==> src/rtl/mem_access_unit_if.sv <==
// Request/response handshake and data_memory port of the load/store front-end.
interface mem_access_unit_if;
    logic        req_valid;
    logic        req_ready;
    logic        req_we;
    logic [1:0]  req_size;
    logic        req_unsigned;
    logic [31:0] req_addr;
    logic [31:0] req_wdata;
    logic        rsp_valid;
    logic [31:0] rsp_rdata;
    logic        rsp_err;
    logic        memread;
    logic        memwrite;
    logic [31:0] mem_address;
    logic [31:0] mem_wdata;
    logic [31:0] mem_rdata;

    // Unit side: serves requests, drives the memory port.
    modport slave (
        input  req_valid, req_we, req_size, req_unsigned, req_addr, req_wdata, mem_rdata,
        output req_ready, rsp_valid, rsp_rdata, rsp_err, memread, memwrite, mem_address,
        mem_wdata
    );

    // Environment side: execute stage plus data_memory.
    modport master (
        output req_valid, req_we, req_size, req_unsigned, req_addr, req_wdata, mem_rdata,
        input  req_ready, rsp_valid, rsp_rdata, rsp_err, memread, memwrite, mem_address,
        mem_wdata
    );
endinterface

==> src/rtl/mem_access_unit.sv <==
// Load/store front-end for a word-only data_memory: sub-word stores via
// read-modify-write, sub-word loads with sign/zero extension. One request in flight.
module mem_access_unit #(
    parameter int unsigned MEM_WORDS = 32,
    parameter int unsigned IDX_W     = 5
) (
    input logic              clk,
    input logic              rst_n,
    mem_access_unit_if.slave bus
);
    typedef enum logic [2:0] {StIdle, StRd, StCap, StMerge, StWr, StResp} state_e;

    localparam logic [1:0]  SzByte    = 2'b00;
    localparam logic [1:0]  SzHalf    = 2'b01;
    localparam logic [1:0]  SzWord    = 2'b10;
    localparam logic [31:0] AddrLimit = 32'(4 * MEM_WORDS);

    state_e             state_q, state_d;
    logic               we_q;
    logic [1:0]         size_q;
    logic               uns_q;
    logic [IDX_W+1:0]   addr_q;
    logic [31:0]        wdata_q;
    logic [31:0]        merge_q;
    logic [31:0]        rsp_rdata_q;
    logic               rsp_err_q;

    logic               accept;
    logic               req_err;
    logic [4:0]         shamt;
    logic [31:0]        mem_index;
    logic [31:0]        rd_shifted;
    logic [31:0]        load_ext;
    logic [31:0]        lane_mask;
    logic [31:0]        merge_d;
    logic               req_ready;
    logic               memread;
    logic               memwrite;
    logic [31:0]        mem_address;
    logic [31:0]        mem_wdata;
    logic               rsp_valid;

    assign accept    = bus.req_valid && (state_q == StIdle);
    assign shamt     = {addr_q[1:0], 3'b000};
    assign mem_index = {{(32 - IDX_W){1'b0}}, addr_q[IDX_W+1:2]};

    // Reject illegal size, misalignment and out-of-range addresses before touching memory.
    always_comb begin
        req_err = (bus.req_size == 2'b11)
                | ((bus.req_size == SzHalf) && bus.req_addr[0])
                | ((bus.req_size == SzWord) && (bus.req_addr[1:0] != 2'b00))
                | (bus.req_addr >= AddrLimit);
    end

    // Lane alignment: extend the addressed lane for loads, splice it in for stores.
    always_comb begin
        rd_shifted = bus.mem_rdata >> shamt;
        load_ext   = rd_shifted;
        lane_mask  = 32'hFFFF_FFFF;
        case (size_q)
            SzByte: begin
                load_ext  = uns_q ? {24'h0, rd_shifted[7:0]}
                                  : {{24{rd_shifted[7]}}, rd_shifted[7:0]};
                lane_mask = 32'h0000_00FF;
            end
            SzHalf: begin
                load_ext  = uns_q ? {16'h0, rd_shifted[15:0]}
                                  : {{16{rd_shifted[15]}}, rd_shifted[15:0]};
                lane_mask = 32'h0000_FFFF;
            end
            default: ;
        endcase
        merge_d = (bus.mem_rdata & ~(lane_mask << shamt)) | ((wdata_q & lane_mask) << shamt);
    end

    // Next state and state-decoded outputs; memory port is zero outside RD/WR.
    always_comb begin
        state_d     = state_q;
        req_ready   = 1'b0;
        memread     = 1'b0;
        memwrite    = 1'b0;
        mem_address = 32'h0;
        mem_wdata   = 32'h0;
        rsp_valid   = 1'b0;
        case (state_q)
            StIdle: begin
                req_ready = 1'b1;
                if (bus.req_valid) begin
                    if (req_err) begin
                        state_d = StResp;
                    end else if (bus.req_we && (bus.req_size == SzWord)) begin
                        state_d = StWr;
                    end else begin
                        state_d = StRd;
                    end
                end
            end
            StRd: begin
                memread     = 1'b1;
                mem_address = mem_index;
                state_d     = we_q ? StMerge : StCap;
            end
            StCap:   state_d = StResp;
            StMerge: state_d = StWr;
            StWr: begin
                memwrite    = 1'b1;
                mem_address = mem_index;
                mem_wdata   = (size_q == SzWord) ? wdata_q : merge_q;
                state_d     = StResp;
            end
            StResp: begin
                rsp_valid = 1'b1;
                state_d   = StIdle;
            end
            default: state_d = StIdle;
        endcase
    end

    // State register.
    always_ff @(posedge clk or negedge rst_n) begin
        if (!rst_n) state_q <= StIdle;
        else        state_q <= state_d;
    end

    // Capture request fields on accept; they stay put for the whole transaction.
    always_ff @(posedge clk or negedge rst_n) begin
        if (!rst_n) begin
            we_q    <= 1'b0;
            size_q  <= 2'b00;
            uns_q   <= 1'b0;
            addr_q  <= '0;
            wdata_q <= 32'h0;
        end else if (accept) begin
            we_q    <= bus.req_we;
            size_q  <= bus.req_size;
            uns_q   <= bus.req_unsigned;
            addr_q  <= bus.req_addr[IDX_W+1:0];
            wdata_q <= bus.req_wdata;
        end
    end

    // Merged word for sub-word stores, built from the read-back data.
    always_ff @(posedge clk or negedge rst_n) begin
        if (!rst_n)                 merge_q <= 32'h0;
        else if (state_q == StMerge) merge_q <= merge_d;
    end

    // Response registers update only on entry to RESP and hold until the next one.
    always_ff @(posedge clk or negedge rst_n) begin
        if (!rst_n) begin
            rsp_rdata_q <= 32'h0;
            rsp_err_q   <= 1'b0;
        end else if (state_d == StResp) begin
            rsp_err_q   <= (state_q == StIdle);
            rsp_rdata_q <= (state_q == StCap) ? load_ext : 32'h0;
        end
    end

    assign bus.req_ready   = req_ready;
    assign bus.memread     = memread;
    assign bus.memwrite    = memwrite;
    assign bus.mem_address = mem_address;
    assign bus.mem_wdata   = mem_wdata;
    assign bus.rsp_valid   = rsp_valid;
    assign bus.rsp_rdata   = rsp_rdata_q;
    assign bus.rsp_err     = rsp_err_q;
endmodule
==> src/flat_wrapper.sv <==
// flat-port wrapper written by rule: the top's interface ports become plain ports
module mem_access_unit_flat 
#(
    parameter int unsigned MEM_WORDS = 32,
    parameter int unsigned IDX_W     = 5
)
  (clk, rst_n, bus_req_valid, bus_req_we, bus_req_size, bus_req_unsigned, bus_req_addr, bus_req_wdata, bus_mem_rdata, bus_req_ready, bus_rsp_valid, bus_rsp_rdata, bus_rsp_err, bus_memread, bus_memwrite, bus_mem_address, bus_mem_wdata);
  mem_access_unit_if bus_i ();
  input logic clk;
  input logic rst_n;
  input wire logic [$bits(bus_i.req_valid)-1:0] bus_req_valid;
  input wire logic [$bits(bus_i.req_we)-1:0] bus_req_we;
  input wire logic [$bits(bus_i.req_size)-1:0] bus_req_size;
  input wire logic [$bits(bus_i.req_unsigned)-1:0] bus_req_unsigned;
  input wire logic [$bits(bus_i.req_addr)-1:0] bus_req_addr;
  input wire logic [$bits(bus_i.req_wdata)-1:0] bus_req_wdata;
  input wire logic [$bits(bus_i.mem_rdata)-1:0] bus_mem_rdata;
  output wire logic [$bits(bus_i.req_ready)-1:0] bus_req_ready;
  output wire logic [$bits(bus_i.rsp_valid)-1:0] bus_rsp_valid;
  output wire logic [$bits(bus_i.rsp_rdata)-1:0] bus_rsp_rdata;
  output wire logic [$bits(bus_i.rsp_err)-1:0] bus_rsp_err;
  output wire logic [$bits(bus_i.memread)-1:0] bus_memread;
  output wire logic [$bits(bus_i.memwrite)-1:0] bus_memwrite;
  output wire logic [$bits(bus_i.mem_address)-1:0] bus_mem_address;
  output wire logic [$bits(bus_i.mem_wdata)-1:0] bus_mem_wdata;
  assign bus_i.req_valid = bus_req_valid;
  assign bus_i.req_we = bus_req_we;
  assign bus_i.req_size = bus_req_size;
  assign bus_i.req_unsigned = bus_req_unsigned;
  assign bus_i.req_addr = bus_req_addr;
  assign bus_i.req_wdata = bus_req_wdata;
  assign bus_i.mem_rdata = bus_mem_rdata;
  assign bus_req_ready = bus_i.req_ready;
  assign bus_rsp_valid = bus_i.rsp_valid;
  assign bus_rsp_rdata = bus_i.rsp_rdata;
  assign bus_rsp_err = bus_i.rsp_err;
  assign bus_memread = bus_i.memread;
  assign bus_memwrite = bus_i.memwrite;
  assign bus_mem_address = bus_i.mem_address;
  assign bus_mem_wdata = bus_i.mem_wdata;
  mem_access_unit #(.MEM_WORDS(MEM_WORDS), .IDX_W(IDX_W)) u_core (.clk(clk), .rst_n(rst_n), .bus(bus_i));
endmodule
==> config.mk <==
export PLATFORM = sky130hd
export DESIGN_NAME = mem_access_unit_flat
export DESIGN_NICKNAME = d
export VERILOG_FILES = /design/src/rtl/mem_access_unit_if.sv /design/src/rtl/mem_access_unit.sv /design/src/flat_wrapper.sv
export SDC_FILE = /design/constraint.sdc
export NUM_CORES = 1
export LEC_CHECK = 0
export BUFFER_PORTS_ARGS = -buffer_cell sky130_fd_sc_hd__buf_2
export CORE_MARGIN = 2
export CORE_UTILIZATION = 45
export DETAILED_ROUTE_END_ITERATION = 8
export PLACE_DENSITY_LB_ADDON = 0.12
export SYNTH_ARGS = -nofsm -noshare
export SYNTH_HDL_FRONTEND = slang
export SYNTH_SLANG_ARGS = --single-unit
==> constraint.sdc <==
create_clock -name clk -period 2.4 [get_ports clk]
set_input_delay 0.36 -clock clk [delete_from_list [all_inputs] [get_ports clk]]
set_output_delay 0.36 -clock clk [all_outputs]
set_load 0.01 [all_outputs]
Word-level counts from Yosys, hierarchy flattened
Cells that the tools add are included.
- word-level logic and storage cells: 57
- bits in registers: 111
- input port bits: 103
- bitwise gates (word level): 7
- $lt $le $gt $ge: 1
- eq/ne operators: 11
- multiplexer cells: 17
- reduce and logical (&&, ||, !) cells: 9
- shift operators: 3
- operator list (cell ; count):
    $mux W32 ; 5
    $pmux W32 S2 ; 2
    $and A32 B32 Y32 ; 2
    $shl A32 B5 Y32 ; 2
    $ge A32 B8 Y1 const B ; 1
    $not A32 Y32 ; 1
    $or A32 B32 Y32 ; 1
    $shr A32 B5 Y32 ; 1
    $pmux W3 S4 ; 1
    $eq A3 B3 Y1 const B ; 3
    $mux W3 ; 3
    $eq A2 B2 Y1 const B ; 3
    $eq A3 B2 Y1 const B ; 2
    $mux W1 ; 5
    $mux W5 ; 1
    $eq A2 B1 Y1 const B ; 2
    $logic_and A1 B1 Y1 ; 4
    $reduce_or A2 Y1 ; 2
    $eq A3 B1 Y1 const B ; 1
    $logic_not A3 Y1 ; 1
    $or A1 B1 Y1 ; 3
    $logic_not A2 Y1 ; 1
    $reduce_bool A2 Y1 ; 1

Longest topological paths before layout
Gate-level depths: netlist (run 1).
- word-level depth: 9
- depth in mapped cells: 8
- gate-level depth less buffers: 5

Worst setup path after synthesis (run 1)
OpenSTA, ideal clock, no wires.
- path type: reg-to-reg
- start: register u_core.addr_q[0]
- end: register u_core.rsp_rdata_q[30], in the netlist u_core.bus.rsp_rdata[30]
- path buffers: 2
- data required time: 2334 ps
- stages on the path, launching flop included: 8
- arrival time: 1899 ps
- library setup time: 66 ps
- clock period less this slack: 1966 ps
- setup slack: 434 ps
- path through: dfrtp_1 -> buf_6 -> mux2i_1 -> mux2_2 -> or2_4 -> a2111oi_4 -> buf_6 -> a221o_2
- cells in the longest elaborated chain, start to end: 4
- RTL lines (element ; line ; source):
    from (decl) ; mem_access_unit.sv:22 ; logic [IDX_W+1:0] addr_q;
    from (signal assigned) ; mem_access_unit.sv:137 ; addr_q <= bus.req_addr[IDX_W+1:0];
    $shr A32 B5 Y32 * ; mem_access_unit.sv:57 ; rd_shifted = bus.mem_rdata >> shamt;
    $mux W32, on equally long branches ; mem_access_unit.sv:67, mem_access_unit.sv:62 ;
    $pmux W32 S2 * ; mem_access_unit.sv:60 ; case (size_q)
    $mux W32 * ; mem_access_unit.sv:155 ; rsp_rdata_q <= (state_q == StCap) ? load_ext : 32'h0;
    to (signal assigned) ; mem_access_unit.sv:155 ;
    to (decl) ; mem_access_unit.sv:25 ; logic [31:0] rsp_rdata_q;
Every way passes the cells marked *; elsewhere a longest branch is shown, timed or not.
A chain may end at the register's enable or synchronous reset.

Worst setup path after layout (run 1)
- start: register u_core.state_q[0]
- end: output port bus_mem_wdata[8]
- cells in the longest elaborated chain, start to end: 2
- RTL lines (element ; line ; source):
    from (decl) ; mem_access_unit.sv:18 ; state_e state_q, state_d;
    from (signal assigned) ; mem_access_unit.sv:121 ; if (!rst_n) state_q <= StIdle;
    from (signal assigned) ; mem_access_unit.sv:122 ; else state_q <= state_d;
    $eq A3 B3 Y1 ; mem_access_unit.sv:85 ; case (state_q)
    $mux W32 ; mem_access_unit.sv:85 ;
    to (decl) ; flat_wrapper.sv:25 ; output wire logic [$bits(bus_i.mem_wdata)-1:0] bus_mem_wdata;
Every way passes these cells.

==> flow_summary.json, run 1 <==
{
  "status": "finished clean",
  "die_y_um": 121,
  "rows": 42,
  "synth_top_area_cell": "dfrtp_1",
  "fin_util_pct": 56.6,
  "worst-setup-path-type": "flop to output port",
  "yosys-top-cells-area": "dfrtp_1, mux2_2, nand2_1, mux2i_1, a21oi_1",
  "grt_max_degree": 65,
  "end_kind": "output port",
  "period_minus_slack_ps": 2270,
  "setup-violations-final": 0,
  "drv_cap": 0,
  "clock_sinks": 111,
  "htree_num_levels": 3,
  "place_area_um2": 7190,
  "die_x_um": 121,
  "gp_congestion": 0.858,
  "synth_edf_count": 0,
  "max_freq_ghz": 0.441,
  "synthTopCellsByCount": "dfrtp_1, nand2_1, a21oi_1",
  "hpwl_mm": 13.8,
  "layout.nets": 917,
  "cts_tree": "done",
  "fp.dieArea_um2": 14700,
  "slew_headroom_pct": 61.6,
  "syn_to_final_growth_pct": 22.1,
  "grt_pass1_vias": 5294,
  "async_flop_share_pct": 100,
  "worst_setup_path_start_kind": "flop",
  "port_buffers": 176,
  "grt_overflow": 0,
  "start_util_pct": 46.3,
  "yosys_most_used_dff": "dfrtp_1",
  "grt_use_total_pct": 25.6,
  "avgSynthCellArea_um2": 9.47,
  "drt_iter0_drc": 388,
  "min_period_over_period_pct": 94.4,
  "ys_ff_latch": 111,
  "setup_ws_ps": 134,
  "setup_tns_ps": 0,
  "dp_cells": 978,
  "antenna_left": 0,
  "slew_viol_final": 0,
  "clk_latency_ps": 360,
  "vias": 5502,
  "crit_fanout": 33,
  "required_ps": 2040,
  "clk_pin_slew_ps": 70,
  "yosysSeqAreaShare_pct": 44.9,
  "drtPass1Iterations": 5,
  "tightest_slew_ps": 576,
  "cp.arrival_ps": 1910,
  "final_cells": 995,
  "skew_ps": 7.92,
  "drive_above_1_share_pct": 35.3,
  "finalHoldViolations": 0,
  "drc": 0,
  "core_area_um2": 13300,
  "grt_pass1_wl_mm": 28.6,
  "finalInstanceArea_um2": 7550,
  "synth_area_um2": 6180,
  "rsz0062_at_grt": "no",
  "dp_slack_ps": 96.8,
  "clk_path_buf_depth": 2,
  "cts_root_buf": "clkbuf_16",
  "viasPerCell": 5.53,
  "wl_mm": 18.5,
  "syn_inst": 653,
  "power.density_nw_per_um2": 1390,
  "max-vdd-ir-drop_uv": 783,
  "io_pins": 204,
  "antenna_cells": 0,
  "yosysWarnings": 0,
  "cts_setup_buffers": 0,
  "wl_per_cell_um": 18.6,
  "leakage_nw": 3.74,
  "hp-class": "input pin to flop",
  "synth.distinct_cells": 46,
  "numCtsBuffers": 9,
  "yosys.area.top_type_share_pct": 44.9,
  "antenna_found_initial": 0
}
-- critical path, stage by stage, from the launching register on --
cell and delay (ps):
dfrtp_1 510, nor2_1 230, nand2_1 80, buf_4 240, a21oi_1 270, buf_2 190
-- cells in the final DEF (no fill, tap or decap), types with 3 or more instances in the layout --
master,n
o21ai_0,47
a21oi_1,51
o2bb2ai_1,10
o21a_1,3
a211o_2,8
a211oi_1,9
dfrtp_1,109
and2b_1,6
buf_2,175
nor2_1,43
clkbuf_8,3
nor3_1,5
buf_4,20
clkbuf_16,9
a221o_1,6
a22oi_1,16
conb_1,27
nor2b_1,12
a221oi_1,8
mux2_2,51
mux2i_1,33
nor4_1,5
buf_12,3
nand2_1,111
and2_1,5
a22o_1,7
-- flip-flops by register name, summed over array words and instances (netlist names) --
| register | cells |
|---|---|
| u_core.uns_q | 1 |
| u_core.state_q | 3 |
| u_core.bus.rsp_rdata | 32 |
| u_core.addr_q | 7 |
| u_core.bus.rsp_err | 1 |
| u_core.wdata_q | 32 |
| u_core.merge_q | 32 |
| u_core.size_q | 2 |
| u_core.we_q | 1 |
-- area by class of cell --
type                            instances  area, µm²
Multi-Input combinational cell        492       3110
Timing Repair Buffer                  199       1100
Inverter                                1       3.75
Clock inverter                          4       73.8
Sequential cell                       111       2780
Clock buffer                           12        267
Tap cell                              176        220
Fill cell                            1218       5800
-- repair_timing --
item,4_1_cts,5_1_grt
hold buffers,1,0
setup endpoints to repair,0,9
gates resized for setup,0,3
endpoints found under the hold margin,36,0
-- metrics by stage --
stage	power, mW	hold slack (ps)
6_report	10.5	230
5_1_grt	11.2	221
4_1_cts	10.5	220
3_5_place_dp	8.75	360
3_3_place_gp	8.62	360
2_1_floorplan	6.92	64.4
-- path summary, 6_finish.rpt --
path	startpoint	to	slack (ps)	cells past startpoint
max	u_core.state_q[0]	bus_mem_wdata[8]	130	5
min	bus_req_addr[2]	u_core.addr_q[2]	230	2
max reg2reg	u_core.state_q[0]	u_core.bus.rsp_rdata[25]	370	4
min reg2reg	u_core.merge_q[27]	u_core.merge_q[27]	490	2
max in group asynchronous	rst_n	u_core.size_q[1]	1220	3
min in group asynchronous	rst_n	u_core.bus.rsp_rdata[3]	520	2
-- kinds of logic after synthesis --
group | after synthesis | share of synthesized area (%)
compound gates | 175 | 18.8
buf+inv | 76 | 6.74
simple gates | 204 | 14.6
xor+xnor | 2 | 0.283
other cells | 1 | 0.0607
mux | 84 | 14.6
flops | 111 | 44.9
-- power breakdown --
group	total, mW	internal (mW)	switching, mW
registers	3.54	2.71	0.829
logic	5.25	2.30	2.95
clock network	1.69	1.00	0.685
-- metal layers --
layer | vias to the layer above | wire, µm | global-route usage (%)
met3 | 31 | 1240 | 5.73
met4 | 0 | 346 | 7.69
met1 | 2677 | 8090 | 34.9
li1 | 2589 | - | -
met5 | - | 0 | 0
met2 | 205 | 8860 | 41.0
(Power assumes the default switching activity.)
==> run 2, diff against run 1 <==
--- a/config.mk
+++ b/config.mk
@@ -6,6 +6,7 @@
 export NUM_CORES = 1
 export LEC_CHECK = 0
 export BUFFER_PORTS_ARGS = -buffer_cell sky130_fd_sc_hd__buf_2
+export CORE_ASPECT_RATIO = 0.9
 export CORE_MARGIN = 2
 export CORE_UTILIZATION = 45
 export DETAILED_ROUTE_END_ITERATION = 8
==> run 2 against run 1 <==
Cell count down 1.0%. Largest cell class unchanged. Clock power shrank 15%. Via count is 0.87% higher. Sequential share of layout area grew 0.45 points. Non-clock buffer count is 2 lower. Combinational power down 0.8%. First-iteration DRC count up 2.6%. Register-to-register slack got worse by 210 ps. Sequential power is essentially flat.
==> flow_summary.json, run 2 (synthesis gave the netlist of run 1 again) <==
{
  "status": "finished clean",
  "setup-violations-final": 0,
  "cts_tree": "done",
  "rows": 40,
  "hpwl_mm": 13.8,
  "clk_path_buf_depth": 2,
  "sw_frac_of_total_pct": 43.3,
  "cpLargestDelayFamily": "flip-flops",
  "fp.dieArea_um2": 14700,
  "p_clk_share_pct": 14.1,
  "max_freq_ghz": 0.440,
  "antenna_left": 0,
  "combPwrFrac_pct": 51.2,
  "crit_chain": "nor2_1 > nand2_1 > buf_4 > a21oi_1 > buf_2",
  "layout.nets": 915,
  "cts-resized-gates": 0,
  "critPathMaxStageDelay_ps": 500,
  "worst_setup_path_start_kind": "flop",
  "grt_overflow": 0,
  "skew_ps": 8.50,
  "grt_use_total_pct": 25.3,
  "cp_num_cells": 5,
  "min_period_over_period_pct": 94.7,
  "max-vdd-ir-drop_uv": 790,
  "gp_congestion": 0.858,
  "clk_pin_slew_ps": 70,
  "drc": 0,
  "numCtsBuffers": 9,
  "worst-setup-path-type": "flop to output port",
  "port_buffers": 176,
  "htree_num_levels": 3,
  "tightest_slew_ps": 1030,
  "grt_pass1_wl_mm": 28.4,
  "die_y_um": 115,
  "cts_root_buf": "clkbuf_16",
  "viasPerCell": 5.63,
  "period_minus_slack_ps": 2270,
  "p_seq_share_pct": 34.7,
  "cts_setup_buffers": 0,
  "drtPass1Iterations": 5,
  "power.density_nw_per_um2": 1370,
  "io_pins": 204,
  "grt_max_degree": 65,
  "layout_common_cells": "buf_2, nand2_1, dfrtp_1",
  "required_ps": 2040,
  "rsz0062_at_grt": "no",
  "drv_cap": 0,
  "start_util_pct": 46.3,
  "vias": 5550,
  "path_buf_inv": 2,
  "setup_ws_ps": 128,
  "syn_to_final_growth_pct": 20.6,
  "finalHoldViolations": 0,
  "crit_fanout": 33,
  "wl_mm": 18.4,
  "core_area_um2": 13400,
  "leakage_nw": 3.70,
  "slew_viol_final": 0,
  "clock_sinks": 111,
  "slowest_stage": "dfrtp_1",
  "power_switching_mw": 4.41,
  "final_cells": 985,
  "timing.hold.ws_ps": 227,
  "clk_latency_ps": 360,
  "end_kind": "output port",
  "worstRegToRegCells": 3,
  "wl_per_cell_um": 18.7,
  "grt_pass1_vias": 5434,
  "slew_headroom_pct": 31.4,
  "die_x_um": 128,
  "cellInternalPower_mw": 5.77,
  "dp_cells": 968,
  "final_common_cell": "buf_2",
  "drt_iter0_drc": 398,
  "cp.arrival_ps": 1910,
  "dp_slack_ps": 189,
  "hp-class": "input pin to flop",
  "fill_cells": 1225,
  "hold_depth": 2,
  "fin_total_pwr_mw": 10.2,
  "drive_above_1_share_pct": 34.3,
  "setup_tns_ps": 0,
  "antenna_found_initial": 1
}
[run 2: cell types whose count changed in the layout (fill, tap and decap cells not counted), sizes merged]
cell	change
inv	-1
buf	-2
clkinv	-1
bufinv	-2
diode	+1
clkbuf	+3
[run 2: per-stage QoR]
step           utilization [%]  cell area [µm²]
4_1_cts                   55.8             7450
3_5_place_dp              53.6             7160
2_1_floorplan                -             6280
6_report                  55.8             7450
3_3_place_gp              53.6             7160
5_1_grt                   55.8             7450
[run 2: routing by layer]
| layer | routed length, µm | track usage [%] |
|---|---|---|
| met3 | 1490 | 5.49 |
| met5 | 0 | 0 |
| met2 | 8440 | 40.4 |
| met1 | 7800 | 33.1 |
| met4 | 689 | 12.0 |
[run 2: worst paths after layout]
path / start / end / slack, ps
max in group asynchronous: rst_n / u_core.wdata_q[6] / 1120
min reg2reg: u_core.merge_q[9] / u_core.merge_q[9] / 480
max reg2reg: u_core.state_q[0] / u_core.bus.rsp_rdata[30] / 160
min: bus_req_wdata[13] / u_core.wdata_q[13] / 230
max: u_core.state_q[0] / bus_mem_wdata[0] / 130
min in group asynchronous: rst_n / u_core.bus.rsp_rdata[5] / 500
[run 2: power groups by stage]
stage	logic [mW]	clock network (mW)	registers, mW
6_report	5.21	1.44	3.54
5_1_grt	5.73	1.54	3.64
4_1_cts	5.20	1.47	3.52
3_5_place_dp	5.18	0	3.55
3_3_place_gp	5.09	0	3.52
2_1_floorplan	3.68	0	3.25
[run 2: timing repair]
action	4_1_cts	5_1_grt
endpoints found under the hold margin	35	0
setup endpoints to repair	0	0
hold buffers	1	0
[run 2: area by class of cell]
cell class                      count  area [µm²]  area share [%]
Antenna cell                        1        2.50          0.0336
Clock buffer                       15         278            3.73
Inverter                            1        3.75          0.0504
Multi-Input combinational cell    492        3100            41.6
Sequential cell                   111        2780            37.3
Tap cell                          168         210            2.82
Timing Repair Buffer              197        1080            14.5
